<file path="src/rtl/wb_master_arbiter.sv">
// -----------------------------------------------------------------------------
// wb_master_arbiter
//
// Two-master, single-port Wishbone arbiter. Master 0 (RPi SPI bridge) and
// master 1 (on-chip DMA/capture engine) share the one master port of the bus
// interconnect.
//   * Round-robin between simultaneous requests; the grant is held for the
//     whole cyc and one IDLE turnaround cycle always separates two grants.
//   * While a master owns the bus its request is passed straight through and
//     the slave's ack/data come straight back (no added latency).
//   * A watchdog counts stb-without-ack cycles; on expiry the access is ended
//     with a one-cycle ABORT that acks the master with TIMEOUT_DATA and sets
//     the sticky timeout_o flag. Writes that time out are simply lost.
//
// Ports
//   clk, resetn            clock; synchronous reset, active high (1 = reset)
//   m0_* / m1_*            Wishbone slave-side ports for the two masters
//   s_*                    Wishbone master-side port to the interconnect
//   grant_o                one-hot owner {m1,m0}; 2'b00 when idle
//   timeout_o              sticky "an access timed out" flag
//   timeout_clr_i          clears timeout_o (a simultaneous timeout wins)
// -----------------------------------------------------------------------------
module wb_master_arbiter #(
    parameter int                    ADDR_WIDTH     = 15,
    parameter int                    DATA_WIDTH     = 16,
    parameter int                    TIMEOUT_CYCLES = 255,
    parameter logic [DATA_WIDTH-1:0] TIMEOUT_DATA   = 16'hDEAD
) (
    input  logic                  clk,
    input  logic                  resetn,
    input  logic [ADDR_WIDTH-1:0] m0_adr_i,
    input  logic [DATA_WIDTH-1:0] m0_dat_i,
    output logic [DATA_WIDTH-1:0] m0_dat_o,
    input  logic [1:0]            m0_sel_i,
    input  logic                  m0_we_i,
    input  logic                  m0_cyc_i,
    input  logic                  m0_stb_i,
    output logic                  m0_ack_o,
    input  logic [ADDR_WIDTH-1:0] m1_adr_i,
    input  logic [DATA_WIDTH-1:0] m1_dat_i,
    output logic [DATA_WIDTH-1:0] m1_dat_o,
    input  logic [1:0]            m1_sel_i,
    input  logic                  m1_we_i,
    input  logic                  m1_cyc_i,
    input  logic                  m1_stb_i,
    output logic                  m1_ack_o,
    output logic [ADDR_WIDTH-1:0] s_adr_o,
    output logic [DATA_WIDTH-1:0] s_dat_o,
    input  logic [DATA_WIDTH-1:0] s_dat_i,
    output logic [1:0]            s_sel_o,
    output logic                  s_we_o,
    output logic                  s_cyc_o,
    output logic                  s_stb_o,
    input  logic                  s_ack_i,
    output logic [1:0]            grant_o,
    output logic                  timeout_o,
    input  logic                  timeout_clr_i
);

    localparam logic [1:0] STATE_IDLE  = 2'd0;
    localparam logic [1:0] STATE_OWN0  = 2'd1;
    localparam logic [1:0] STATE_OWN1  = 2'd2;
    localparam logic [1:0] STATE_ABORT = 2'd3;

    localparam int                  TIMER_W     = $clog2(TIMEOUT_CYCLES + 1);
    localparam logic [TIMER_W-1:0]  TIMER_LIMIT = TIMER_W'(TIMEOUT_CYCLES - 1);

    logic [1:0]         state_q, state_d;
    logic               owner_q, owner_d;         // master currently granted
    logic               last_owner_q, last_owner_d;
    logic [TIMER_W-1:0] timer_q, timer_d;
    logic               timeout_q, timeout_d;

    // Master ports gathered into arrays so the owner can be selected by index.
    logic [ADDR_WIDTH-1:0] m_adr [2];
    logic [DATA_WIDTH-1:0] m_dat [2];
    logic [1:0]            m_sel [2];
    logic [1:0]            m_we, m_cyc, m_stb, m_ack;
    logic [DATA_WIDTH-1:0] m_rdat [2];

    assign m_adr[0] = m0_adr_i;
    assign m_adr[1] = m1_adr_i;
    assign m_dat[0] = m0_dat_i;
    assign m_dat[1] = m1_dat_i;
    assign m_sel[0] = m0_sel_i;
    assign m_sel[1] = m1_sel_i;
    assign m_we     = {m1_we_i,  m0_we_i};
    assign m_cyc    = {m1_cyc_i, m0_cyc_i};
    assign m_stb    = {m1_stb_i, m0_stb_i};

    logic bus_active;
    logic aborting;
    assign bus_active = (state_q == STATE_OWN0) || (state_q == STATE_OWN1);
    assign aborting   = (state_q == STATE_ABORT);

    // Request path: pure pass-through from the owner, forced low otherwise.
    assign s_adr_o = bus_active ? m_adr[owner_q] : '0;
    assign s_dat_o = bus_active ? m_dat[owner_q] : '0;
    assign s_sel_o = bus_active ? m_sel[owner_q] : 2'b00;
    assign s_we_o  = bus_active & m_we[owner_q];
    assign s_cyc_o = bus_active & m_cyc[owner_q];
    assign s_stb_o = bus_active & m_stb[owner_q];

    assign grant_o   = (bus_active || aborting) ? (owner_q ? 2'b10 : 2'b01) : 2'b00;
    assign timeout_o = timeout_q;

    // Response path per master. Acks are blocked while reset is asserted so a
    // transfer cut short by reset never completes.
    for (genvar gi = 0; gi < 2; gi++) begin : g_resp
        logic is_owner;
        assign is_owner   = (owner_q == 1'(gi));
        assign m_ack[gi]  = !resetn && is_owner &&
                            ((bus_active && s_ack_i) || aborting);
        assign m_rdat[gi] = !is_owner  ? '0 :
                            aborting   ? TIMEOUT_DATA :
                            bus_active ? s_dat_i : '0;
    end

    assign m0_ack_o = m_ack[0];
    assign m1_ack_o = m_ack[1];
    assign m0_dat_o = m_rdat[0];
    assign m1_dat_o = m_rdat[1];

    always_comb begin
        state_d      = state_q;
        owner_d      = owner_q;
        last_owner_d = last_owner_q;
        timer_d      = timer_q;
        timeout_d    = timeout_q;

        if (timeout_clr_i) begin
            timeout_d = 1'b0;
        end

        case (state_q)
            STATE_IDLE: begin
                timer_d = '0;
                // On a tie the master that did not own the bus last wins.
                if (m_cyc[0] && (!m_cyc[1] || last_owner_q)) begin
                    state_d = STATE_OWN0;
                    owner_d = 1'b0;
                end else if (m_cyc[1]) begin
                    state_d = STATE_OWN1;
                    owner_d = 1'b1;
                end
            end
            STATE_OWN0, STATE_OWN1: begin
                if (!m_cyc[owner_q]) begin
                    state_d      = STATE_IDLE;
                    last_owner_d = owner_q;
                    timer_d      = '0;
                end else if (m_stb[owner_q] && !s_ack_i) begin
                    // An ack in the limit cycle takes the else branch below,
                    // so it completes normally instead of aborting.
                    if (timer_q == TIMER_LIMIT) begin
                        state_d = STATE_ABORT;
                        timer_d = '0;
                    end else begin
                        timer_d = timer_q + TIMER_W'(1);
                    end
                end else begin
                    timer_d = '0;
                end
            end
            STATE_ABORT: begin
                // Set after the clear above so a coincident clear loses.
                timeout_d = 1'b1;
                timer_d   = '0;
                if (m_cyc[owner_q]) begin
                    state_d = owner_q ? STATE_OWN1 : STATE_OWN0;
                end else begin
                    state_d      = STATE_IDLE;
                    last_owner_d = owner_q;
                end
            end
            default: begin
                state_d = STATE_IDLE;
            end
        endcase
    end

    always_ff @(posedge clk) begin
        if (resetn) begin
            state_q      <= STATE_IDLE;
            owner_q      <= 1'b0;
            last_owner_q <= 1'b1;
            timer_q      <= '0;
            timeout_q    <= 1'b0;
        end else begin
            state_q      <= state_d;
            owner_q      <= owner_d;
            last_owner_q <= last_owner_d;
            timer_q      <= timer_d;
            timeout_q    <= timeout_d;
        end
    end

endmodule

</file>
<file path="config.mk">
export PLATFORM = sky130hd
export DESIGN_NAME = wb_master_arbiter
export DESIGN_NICKNAME = d
export VERILOG_FILES = /design/src/rtl/wb_master_arbiter.sv
export SDC_FILE = /design/constraint.sdc
export NUM_CORES = 1
export LEC_CHECK = 0
export BUFFER_PORTS_ARGS = -buffer_cell sky130_fd_sc_hd__buf_4
export CAP_MARGIN = 20
export CELL_PAD_IN_SITES_DETAIL_PLACEMENT = 2
export CELL_PAD_IN_SITES_GLOBAL_PLACEMENT = 2
export CORE_UTILIZATION = 15
export CTS_BUF_LIST = sky130_fd_sc_hd__clkbuf_4 sky130_fd_sc_hd__clkbuf_8
export CTS_CLUSTER_SIZE = 28
export DETAILED_ROUTE_END_ITERATION = 7
export GPL_TIMING_DRIVEN = 0
export PLACE_DENSITY = 0.78
export REMOVE_ABC_BUFFERS = 1
export SYNTH_ARGS = -nofsm -noshare
export SYNTH_HDL_FRONTEND = slang
export SYNTH_SLANG_ARGS = --single-unit
</file>
<file path="constraint.sdc">
create_clock -name clk -period 1.45 [get_ports clk]
set_input_delay 0.145 -clock clk [delete_from_list [all_inputs] [get_ports clk]]
set_output_delay 0.145 -clock clk [all_outputs]
set_load 0.005 [all_outputs]
</file>
==> results of run 1 <==
[logic make-up (layout without fill, tap and decap cells)]
group                      count (synthesis)  in the layout
and+or+nand+nor                          107            107
muxes                                     38             38
buffers and inverters                     22            192
AOI/OAI and AO/OA                         21             21
DFF                                       13             13
xor gates and xnor gates                   6              6
adders and majority gates                  5              5
[Yosys cell counts]
master and n:
xnor2_1 4, nor2b_1 47, and3b_1 1, clkbuf_1 7, xor2_1 2, a2bb2oi_2 1
nor3_1 3, nor3b_1 3, and2_1 10, nand2b_1 1, a211o_1 1, and3_1 1
nor2_1 27, o22ai_1 1, o31ai_1 1, buf_4 3, a21oi_1 15, nand2_1 7
buf_2 3, inv_1 7, nand3_1 3, nor4_2 2, or3_1 1, ha_1 5
a31oi_1 1, nand4_1 1, mux2i_1 38, buf_6 2, dfxtp_1 13, o21ai_2 1
[repair_timing]
action / CTS / global route
buffers inserted: 16 / 1
gates resized for setup: 37 / 13
setup endpoints to repair: 82 / 80
pin swaps: 21 / 8
[placed cells by master (no fill, tap or decap), drive strengths merged]
master	n
clkbuf	4
inv	7
nor4	2
buf	181
and3b	1
nand3	3
and2	10
a211o	1
nor3	3
a21oi	15
nor3b	3
nand2b	1
o21ai	1
nand2	7
mux2i	38
dfxtp	13
o22ai	1
xor2	2
xnor2	4
a2bb2oi	1
and3	1
nor2b	47
ha	5
nor2	27
or3	1
o31ai	1
nand4	1
a31oi	1
[worst max-delay path, cell delays in order (launching register included)]
cell	delay (ns)
dfxtp_4	0.37
inv_4	0.04
ha_4	0.33
nor3b_4	0.27
and2_1	0.16
buf_4	0.11
[power by group through the flow]
stage / Combinational (mW) / Clock (mW) / Sequential, mW
after floorplan: 1.53 / 0 / 0.588
after global placement: 2.86 / 0 / 0.626
after detailed placement: 3.22 / 0 / 0.664
after CTS: 4.20 / 0.358 / 0.485
after global routing: 4.62 / 0.386 / 0.493
final: 4.27 / 0.338 / 0.486
[flip-flops by register name, summed over array words and instances, names as in the netlist]
| signal | count |
|---|---|
| timeout_o | 1 |
| last_owner_q | 1 |
| timer_q | 8 |
| g_resp.is_owner | 1 |
| state_q | 2 |
[per-layer routing]
layer,vias to the layer above,part of all wire,GRT usage
met5,-,0,0
met4,0,0.0035,0.0211
met3,2,0.050,0.0243
met2,83,0.56,0.303
met1,1039,0.39,0.163
li1,1042,-,-
[area by class of cell]
type / instances / area [µm²] / share of cell area
clock buffers: 4 / 48.8 / 0.0145
inverters: 7 / 31.3 / 0.00932
multi-input cells: 177 / 1370 / 0.407
flip-flops and latches: 13 / 273 / 0.0813
well taps: 136 / 170 / 0.0507
repair buffers: 181 / 1470 / 0.437
[worst max path at each step]
stage | end | slack [ns] | cells after the start
floorplan | state_q[0]$_SDFFE_PP0P_ | -1.53 | 4
global placement | state_q[0]$_SDFFE_PP0P_ | -2.44 | 4
detailed placement | m0_dat_o[13] | -0.87 | 5
CTS | m0_dat_o[13] | -0.22 | 5
global route | m0_dat_o[4] | -0.31 | 5
finish | m0_dat_o[6] | -0.23 | 5
[metrics by stage]
stage	setup WS [ns]	total power, mW	instances
6_report	-0.230	5.09	518
4_1_cts	-0.221	5.05	517
2_1_floorplan	-1.53	2.12	197
5_1_grt	-0.306	5.50	518
3_5_place_dp	-0.871	3.88	497
3_3_place_gp	-2.44	3.48	497
==> impl_metrics.env, run 1 <==
export IMPL_pwr_share_clk=0.066
export IMPL_violations="setup timing"
export IMPL_avgSynthCellArea_um2=7.51
export IMPL_grt_usage=0.150
export IMPL_r2r_setup_slack_ns=-0.15
export IMPL_numCtsBuffers=3
export IMPL_yosysWarnings=0
export IMPL_fmax_mhz=595
export IMPL_dieArea_um2=11000
export IMPL_power_frac_comb=0.838
export IMPL_synth_cells=212
export IMPL_worstPathArrival_ns=1.53
export IMPL_hold_violations=0
export IMPL_dr_total_vias=2166
export IMPL_cp_required_ns=1.31
export IMPL_htree_levels=1
export IMPL_synth_top_family_by_area="simple AND/OR/NAND/NOR gates"
export IMPL_setup_worst_path_start="state_q[1]$_SDFFE_PP0P_"
export IMPL_synth_simple_area_share=0.374
export IMPL_synth_area_top_cells="mux2i_1 (24%), nor2b_1 (18%), dfxtp_1 (16%), nor2_1 (6.4%), a21oi_1 (4.7%)"
export IMPL_maxSlewHeadroom=0.733
export IMPL_ios=165
export IMPL_hp_class="primary input to flip-flop"
export IMPL_cts_root_buf="clkbuf_8"
export IMPL_grt_pass1_wl_um=12900
export IMPL_synth_area_leader_cell="mux2i_1"
export IMPL_core_um2=10300
export IMPL_synthAdderAreaFrac=0.0393
export IMPL_synth_seq_area_share=0.164
export IMPL_cts_num_sinks=13
export IMPL_worst_slack_ns=-0.230
export IMPL_drive_above_1_share=0.579
export IMPL_grt_max_degree=34
export IMPL_whs_ns=0.157
export IMPL_maxCapViolCount=0
export IMPL_netlist_area_um2=1590
export IMPL_crit_fanout=8
export IMPL_nNetsFinal=480
export IMPL_first_pass_iters=4
export IMPL_min_period_ns=1.68
export IMPL_place_area_um2=2910
export IMPL_synth_compound_area_share=0.0802
export IMPL_worstSetupStartpointType="flip-flop"
export IMPL_wire_per_inst_um=16.2
export IMPL_drt_iter0_markers=51
export IMPL_routed_wl_um=8380
export IMPL_viasPerCell=4.18
export IMPL_antenna_cells=0
export IMPL_synth_cell_types=30
export IMPL_rows=37
export IMPL_ant_nets=0
export IMPL_post_dp_hpwl_um=5990
export IMPL_die_y_um=105
export IMPL_rr_endpoint="timer_q[1]$_SDFF_PP0_"
export IMPL_grt_pass1_vias=2347
export IMPL_outcome="finished, violations left"
export IMPL_power_density_nw_per_um2=1520
export IMPL_path_clk_slew_ns=0.05
export IMPL_fillers=1208
export IMPL_antenna_found_initial=0
export IMPL_cts_tree="yes"
export IMPL_synth_xor_area_frac=0.0330
export IMPL_sw_frac_of_total=0.405
export IMPL_period_share=1.16
export IMPL_fin_setup_tns_ns=-12.10
export IMPL_skew_ns=0.000755
export IMPL_gp_congestion=0.735
export IMPL_hold_start="resetn"
export IMPL_portBuffers=164
export IMPL_clk_latency_ns=0.24
export IMPL_min_to="timeout_o$_SDFFE_PP0P_"
export IMPL_rsz0062_at_grt="yes"
export IMPL_die_w_um=105
export IMPL_peakVddDrop_v=0.000468
export IMPL_synth_mux_area_frac=0.239
export IMPL_overflow=0
export IMPL_power_leakage_nw=1.55
export IMPL_rr_worst_depth=6
export IMPL_hold_depth=2
export IMPL_p_int_mw=3.03
export IMPL_clock_path_buffers=2
export IMPL_ys_ff_latch=13
export IMPL_worst_pin_slew_ns=0.389
export IMPL_syn_to_final_growth_pct=111
export IMPL_crit_type="flip-flop to output pin"
export IMPL_drc=0
export IMPL_rr_startpoint="state_q[1]$_SDFFE_PP0P_"
export IMPL_slew_viol_final=0
export IMPL_p_seq_frac=0.096
export IMPL_cts_hold_buffers=0
export IMPL_fin_area_um2=3360
export IMPL_power_switching_mw=2.06
export IMPL_setup_viol=80
export IMPL_fin_util=0.325
export IMPL_worst_setup_path_end_kind="output pin"
export IMPL_start_util=0.154
export IMPL_synth_top_area_share=0.239
Note: power is estimated with default switching activity, not from simulation.
==> inputs of run 2 (changes only) <==
--- a/config.mk
+++ b/config.mk
@@ -9,12 +9,12 @@
 export CAP_MARGIN = 20
 export CELL_PAD_IN_SITES_DETAIL_PLACEMENT = 2
 export CELL_PAD_IN_SITES_GLOBAL_PLACEMENT = 2
-export CORE_UTILIZATION = 15
+export CORE_UTILIZATION = 16
 export CTS_BUF_LIST = sky130_fd_sc_hd__clkbuf_4 sky130_fd_sc_hd__clkbuf_8
 export CTS_CLUSTER_SIZE = 28
 export DETAILED_ROUTE_END_ITERATION = 7
 export GPL_TIMING_DRIVEN = 0
-export PLACE_DENSITY = 0.78
+export PLACE_DENSITY = 0.79
 export REMOVE_ABC_BUFFERS = 1
 export SYNTH_ARGS = -nofsm -noshare
 export SYNTH_HDL_FRONTEND = slang
==> constraint.sdc (replaced) <==
create_clock -name clk -period 1.7 [get_ports clk]
set_input_delay 0.17 -clock clk [delete_from_list [all_inputs] [get_ports clk]]
set_output_delay 0.17 -clock clk [all_outputs]
set_load 0.005 [all_outputs]
==> run 2 against run 1 <==
  * The run still ends with setup timing left
  * Highest routed layer unchanged
  * Cell count is 0.77% higher
  * Register-to-register slack better by 0.12 ns
  * Routed wire length is 13% higher
==> impl_metrics.env, run 2 (synthesis gave the netlist of run 1 again) <==
export IMPL_outcome="finished, violations left"
export IMPL_violations="setup timing"
export IMPL_portBuffers=164
export IMPL_worst_slack_ns=-0.101
export IMPL_slew_viol_final=0
export IMPL_cts_root_buf="clkbuf_8"
export IMPL_maxCapViolCount=0
export IMPL_skew_ns=0.00212
export IMPL_r2r_setup_slack_ns=-0.03
export IMPL_setup_worst_path_start="state_q[1]$_SDFFE_PP0P_"
export IMPL_p_seq_frac=0.080
export IMPL_routed_wl_um=9460
export IMPL_reg_top3="timer_q (8), state_q (2)"
export IMPL_slowest_stage="dfxtp_4"
export IMPL_die_w_um=102
export IMPL_largest_reg_flops=8
export IMPL_grt_usage=0.155
export IMPL_power_leakage_nw=1.62
export IMPL_rsz0062_at_grt="yes"
export IMPL_worstSetupStartpointType="flip-flop"
export IMPL_grt_max_degree=34
export IMPL_numCtsBuffers=3
export IMPL_clk_latency_ns=0.24
export IMPL_grtUsageMet1=0.159
export IMPL_rr_worst_depth=8
export IMPL_clock_path_buffers=2
export IMPL_nNetsFinal=487
export IMPL_crit_fanout=8
export IMPL_ios=165
export IMPL_grtUsageMet2=0.315
export IMPL_cts_tree="yes"
export IMPL_power_frac_comb=0.860
export IMPL_antenna_cells=0
export IMPL_pwr_share_clk=0.060
export IMPL_p_int_mw=3.01
export IMPL_cts_num_sinks=13
export IMPL_fin_setup_tns_ns=-2.23
export IMPL_post_dp_hpwl_um=6250
export IMPL_drive_above_1_share=0.591
export IMPL_dp_slack_ns=-0.673
export IMPL_cp_cell_sequence="inv_4 -> ha_4 -> buf_16 -> buf_12 -> buf_8 -> a21oi_4 -> nor2b_1 -> buf_4"
export IMPL_grt_pass1_vias=2246
export IMPL_drc=0
export IMPL_critPathMaxStageDelay_ns=0.37
export IMPL_regMostFlops="timer_q"
export IMPL_grt_pass1_wl_um=12100
export IMPL_worst_pin_slew_ns=0.511
export IMPL_crit_type="flip-flop to output pin"
export IMPL_core_um2=9680
export IMPL_syn_to_final_growth_pct=120
export IMPL_endpoint="m1_dat_o[12]"
export IMPL_fin_util=0.361
export IMPL_hp_class="primary input to flip-flop"
export IMPL_wire_per_inst_um=18.1
export IMPL_power_density_nw_per_um2=1420
export IMPL_setup_viol=48
export IMPL_instances_no_fill=522
export IMPL_fillers=1094
export IMPL_use_met3=0.0380
export IMPL_rr_startpoint="state_q[1]$_SDFFE_PP0P_"
export IMPL_dr_total_vias=2225
export IMPL_htree_levels=1
export IMPL_first_pass_iters=4
export IMPL_overflow=0
export IMPL_rows=36
export IMPL_place_area_um2=2930
export IMPL_worst_setup_path_end_kind="output pin"
export IMPL_hold_violations=0
export IMPL_worstPathArrival_ns=1.63
export IMPL_min_period_ns=1.80
export IMPL_sw_frac_of_total=0.392
export IMPL_peakVddDrop_v=0.000330
export IMPL_start_util=0.164
export IMPL_cp_required_ns=1.53
export IMPL_mostFrequentLayoutCells="buf_4 (165), mux2i_1 (38), nor2b_1 (37), nor2_1 (25), buf_6 (13)"
export IMPL_power_switching_mw=1.94
export IMPL_ant_nets=0
export IMPL_die_y_um=102
export IMPL_grt_busiest_layer="met2"
export IMPL_dieArea_um2=10400
export IMPL_fmax_mhz=555
export IMPL_antenna_found_initial=0
export IMPL_period_share=1.06
export IMPL_viasPerCell=4.26
export IMPL_dp_cells=495
export IMPL_drt_iter0_markers=32
export IMPL_layout_commonest_cell="buf_4"
export IMPL_gp_congestion=0.727
export IMPL_maxSlewHeadroom=0.650
export IMPL_path_clk_slew_ns=0.06
export IMPL_rr_endpoint="state_q[0]$_SDFFE_PP0P_"
export IMPL_fin_area_um2=3500
export IMPL_cts_hold_buffers=0
run 2: layout make-up:
class | instances | area, µm² | share of cell area
Tap cell | 133 | 166 | 0.0476
Sequential cell | 13 | 269 | 0.0769
Timing Repair Buffer | 188 | 1590 | 0.455
Inverter | 7 | 28.8 | 0.00823
Clock buffer | 4 | 48.8 | 0.0139
Multi-Input combinational cell | 177 | 1400 | 0.399
run 2: per-layer routing:
metal	vias up	share of wire
met3	6	0.081
met1	1072	0.34
li1	1065	-
met2	82	0.57
met5	-	0
met4	0	0.0080
run 2: worst min path at each step:
| stage | startpoint | cells past startpoint | end | slack, ns |
|---|---|---|---|---|
| after detailed placement | resetn | 2 | timeout_o$_SDFFE_PP0P_ | 0.41 |
| final | resetn | 2 | timeout_o$_SDFFE_PP0P_ | 0.16 |
| after global routing | resetn | 2 | timeout_o$_SDFFE_PP0P_ | 0.15 |
| after CTS | resetn | 2 | timeout_o$_SDFFE_PP0P_ | 0.15 |
| after floorplan | resetn | 1 | timeout_o$_SDFFE_PP0P_ | 0.24 |
| after global placement | resetn | 2 | timeout_o$_SDFFE_PP0P_ | 0.40 |
run 2: worst max-delay path: cells and delay by family (launching register included):
kind,cells,cell delay (ns)
adder cells (fa/ha/maj),1,0.23
buffers and inverters,5,0.56
AND/OR/NAND/NOR,1,0.07
flip-flops,1,0.37
AO/OA/AOI/OAI,1,0.14
run 2: power by group through the flow:
stage	clock, mW	combinational (mW)	sequential (mW)
6_report	0.297	4.26	0.397
5_1_grt	0.325	4.52	0.402
4_1_cts	0.306	3.73	0.391
3_5_place_dp	0	2.86	0.565
3_3_place_gp	0	2.68	0.551
2_1_floorplan	0	1.30	0.502
run 2: stage by stage:
stage / hold WS [ns] / power (mW)
floorplan: 0.242 / 1.81
global placement: 0.403 / 3.23
detailed placement: 0.412 / 3.43
CTS: 0.149 / 4.42
global route: 0.155 / 5.25
finish: 0.156 / 4.96
run 2: what timing repair did:
| item | CTS | global route |
|---|---|---|
| pin swaps | 6 | 11 |
| setup buffers | 12 | 10 |
| gates cloned | 1 | 0 |
| endpoints found under the hold margin | 0 | 0 |
| endpoints found under the setup margin | 82 | 58 |
| resized for setup | 18 | 47 |
==> inputs of run 3 (changes only) <==
--- a/config.mk
+++ b/config.mk
@@ -7,7 +7,7 @@
 export LEC_CHECK = 0
 export BUFFER_PORTS_ARGS = -buffer_cell sky130_fd_sc_hd__buf_4
 export CAP_MARGIN = 20
-export CELL_PAD_IN_SITES_DETAIL_PLACEMENT = 2
+export CELL_PAD_IN_SITES_DETAIL_PLACEMENT = 1
 export CELL_PAD_IN_SITES_GLOBAL_PLACEMENT = 2
 export CORE_UTILIZATION = 16
 export CTS_BUF_LIST = sky130_fd_sc_hd__clkbuf_4 sky130_fd_sc_hd__clkbuf_8
==> run 3 against run 2 <==
  * The run still ends with setup timing left
  * Count of clock-buffer cells in the layout decreased by 1
  * Setup slack improved by 0.023 ns
  * Routed wire length decreased by 16%
  * Cell area decreased by 1.7%
  * Critical endpoint is now m0_dat_o[8]
  * Hold slack got worse by 0.00075 ns
  * Clock power decreased by 6%
  * Via count decreased by 3.0%
  * Fmax increased by 1.3%
==> impl_metrics.env, run 3 (synthesis gave the netlist of run 1 again) <==
export IMPL_outcome="finished, violations left"
export IMPL_peakVddDrop_v=0.000393
export IMPL_cts_root_buf="clkbuf_8"
export IMPL_multi_input_area_um2=1380
export IMPL_rr_startpoint="state_q[1]$_SDFFE_PP0P_"
export IMPL_clk_latency_ns=0.24
export IMPL_crit_type="flip-flop to output pin"
export IMPL_core_um2=9680
export IMPL_syn_to_final_growth_pct=116
export IMPL_power_density_nw_per_um2=1360
export IMPL_setup_worst_path_start="state_q[1]$_SDFFE_PP0P_"
export IMPL_seqCellArea_um2=269
export IMPL_drc=0
export IMPL_regMostFlops="timer_q"
export IMPL_cts_hold_buffers=0
export IMPL_r2r_setup_slack_ns=0.05
export IMPL_slew_viol_final=0
export IMPL_setup_viol=26
export IMPL_maxSlewHeadroom=0.675
export IMPL_antenna_found_initial=0
export IMPL_grt_usage=0.135
export IMPL_portBuffers=164
export IMPL_fin_area_um2=3440
export IMPL_numCtsBuffers=3
export IMPL_dp_cells=495
export IMPL_period_share=1.05
export IMPL_routed_wl_um=7950
export IMPL_worstSetupStartpointType="flip-flop"
export IMPL_antenna_cells=0
export IMPL_worstPathArrival_ns=1.61
export IMPL_first_pass_iters=4
export IMPL_drive_above_1_share=0.582
export IMPL_place_area_um2=2930
export IMPL_grt_pass1_vias=2072
export IMPL_fin_setup_tns_ns=-0.716
export IMPL_dr_total_vias=2159
export IMPL_die_y_um=102
export IMPL_gp_congestion=0.727
export IMPL_violations="setup timing"
export IMPL_grt_pass1_wl_um=10700
export IMPL_path_clk_slew_ns=0.06
export IMPL_hp_class="primary input to flip-flop"
export IMPL_overflow=0
export IMPL_worst_setup_path_end_kind="output pin"
export IMPL_largest_reg_flops=8
export IMPL_rows=36
export IMPL_min_period_ns=1.78
export IMPL_instances_no_fill=523
export IMPL_skew_ns=0.00407
export IMPL_worst_slack_ns=-0.0783
export IMPL_fin_total_pwr_mw=4.69
export IMPL_hold_start="resetn"
export IMPL_grt_max_degree=34
export IMPL_cts_num_sinks=13
export IMPL_drt_iter0_markers=32
export IMPL_nNetsFinal=488
export IMPL_cp_required_ns=1.53
export IMPL_post_dp_hpwl_um=5580
export IMPL_dieArea_um2=10400
export IMPL_ant_nets=0
export IMPL_ios=165
export IMPL_reg_top3="timer_q (8), state_q (2)"
export IMPL_maxCapViolCount=0
export IMPL_crit_fanout=6
export IMPL_fin_util=0.355
export IMPL_viasPerCell=4.13
export IMPL_fmax_mhz=562
export IMPL_worst_pin_slew_ns=0.475
export IMPL_fillers=1187
export IMPL_power_leakage_nw=1.61
export IMPL_mostFrequentLayoutCells="buf_4 (173), nor2b_1 (43), mux2i_1 (38), nor2_1 (27)"
export IMPL_start_util=0.164
export IMPL_rsz0062_at_grt="yes"
export IMPL_hold_violations=0
export IMPL_htree_levels=1
export IMPL_die_w_um=102
export IMPL_wire_per_inst_um=15.2
export IMPL_cts_tree="yes"
export IMPL_layout_commonest_cell="buf_4"
export IMPL_clock_path_buffers=2
==> run 3: cell types whose count changed in the layout (fill, tap and decap cells not counted), sizes merged <==
cell    before  now
clkinv       0    1
==> run 3: final cells by class <==
type | instances | area share
Clock buffer | 3 | 0.0120
Clock inverter | 1 | 0.00146
Timing Repair Buffer | 189 | 0.451
Inverter | 7 | 0.00837
Multi-Input combinational cell | 177 | 0.401
Sequential cell | 13 | 0.0782
Tap cell | 133 | 0.0484
==> run 3: worst paths after layout <==
kind	end	cells past startpoint
max	m0_dat_o[8]	6
min	timeout_o$_SDFFE_PP0P_	2
max reg2reg	timer_q[0]$_SDFF_PP0_	6
min reg2reg	timeout_o$_SDFFE_PP0P_	2
==> run 3: stage by stage <==
step | setup slack [ns] | hold slack, ns
2_1_floorplan | -1.28 | 0.242
3_3_place_gp | -2.17 | 0.403
3_5_place_dp | -0.697 | 0.406
4_1_cts | -0.0735 | 0.144
5_1_grt | -0.163 | 0.153
6_report | -0.0783 | 0.155
==> run 3: layer usage <==
metal | track usage | share of wire
met5 | 0 | 0
met4 | 0.0134 | 0.0021
met3 | 0.0311 | 0.090
met2 | 0.274 | 0.55
met1 | 0.142 | 0.36
==> run 3: critical path, stage by stage (launching register included) <==
cell     delay (ns)
dfxtp_4        0.36
inv_4          0.04
ha_4           0.29
buf_16         0.12
nor3b_4        0.27
and2_4         0.20
buf_6          0.09
==> run 3: repair_timing <==
item	in CTS	in global routing
pin swaps	5	13
resized for setup	19	32
setup endpoints to repair	82	46
setup buffers	14	8
cloned	1	1
==> run 3: power breakdown <==
group	switching [mW]	internal, mW
clock network	0.118	0.162
registers	0.0337	0.359
logic	1.66	2.36
total	1.81	2.88
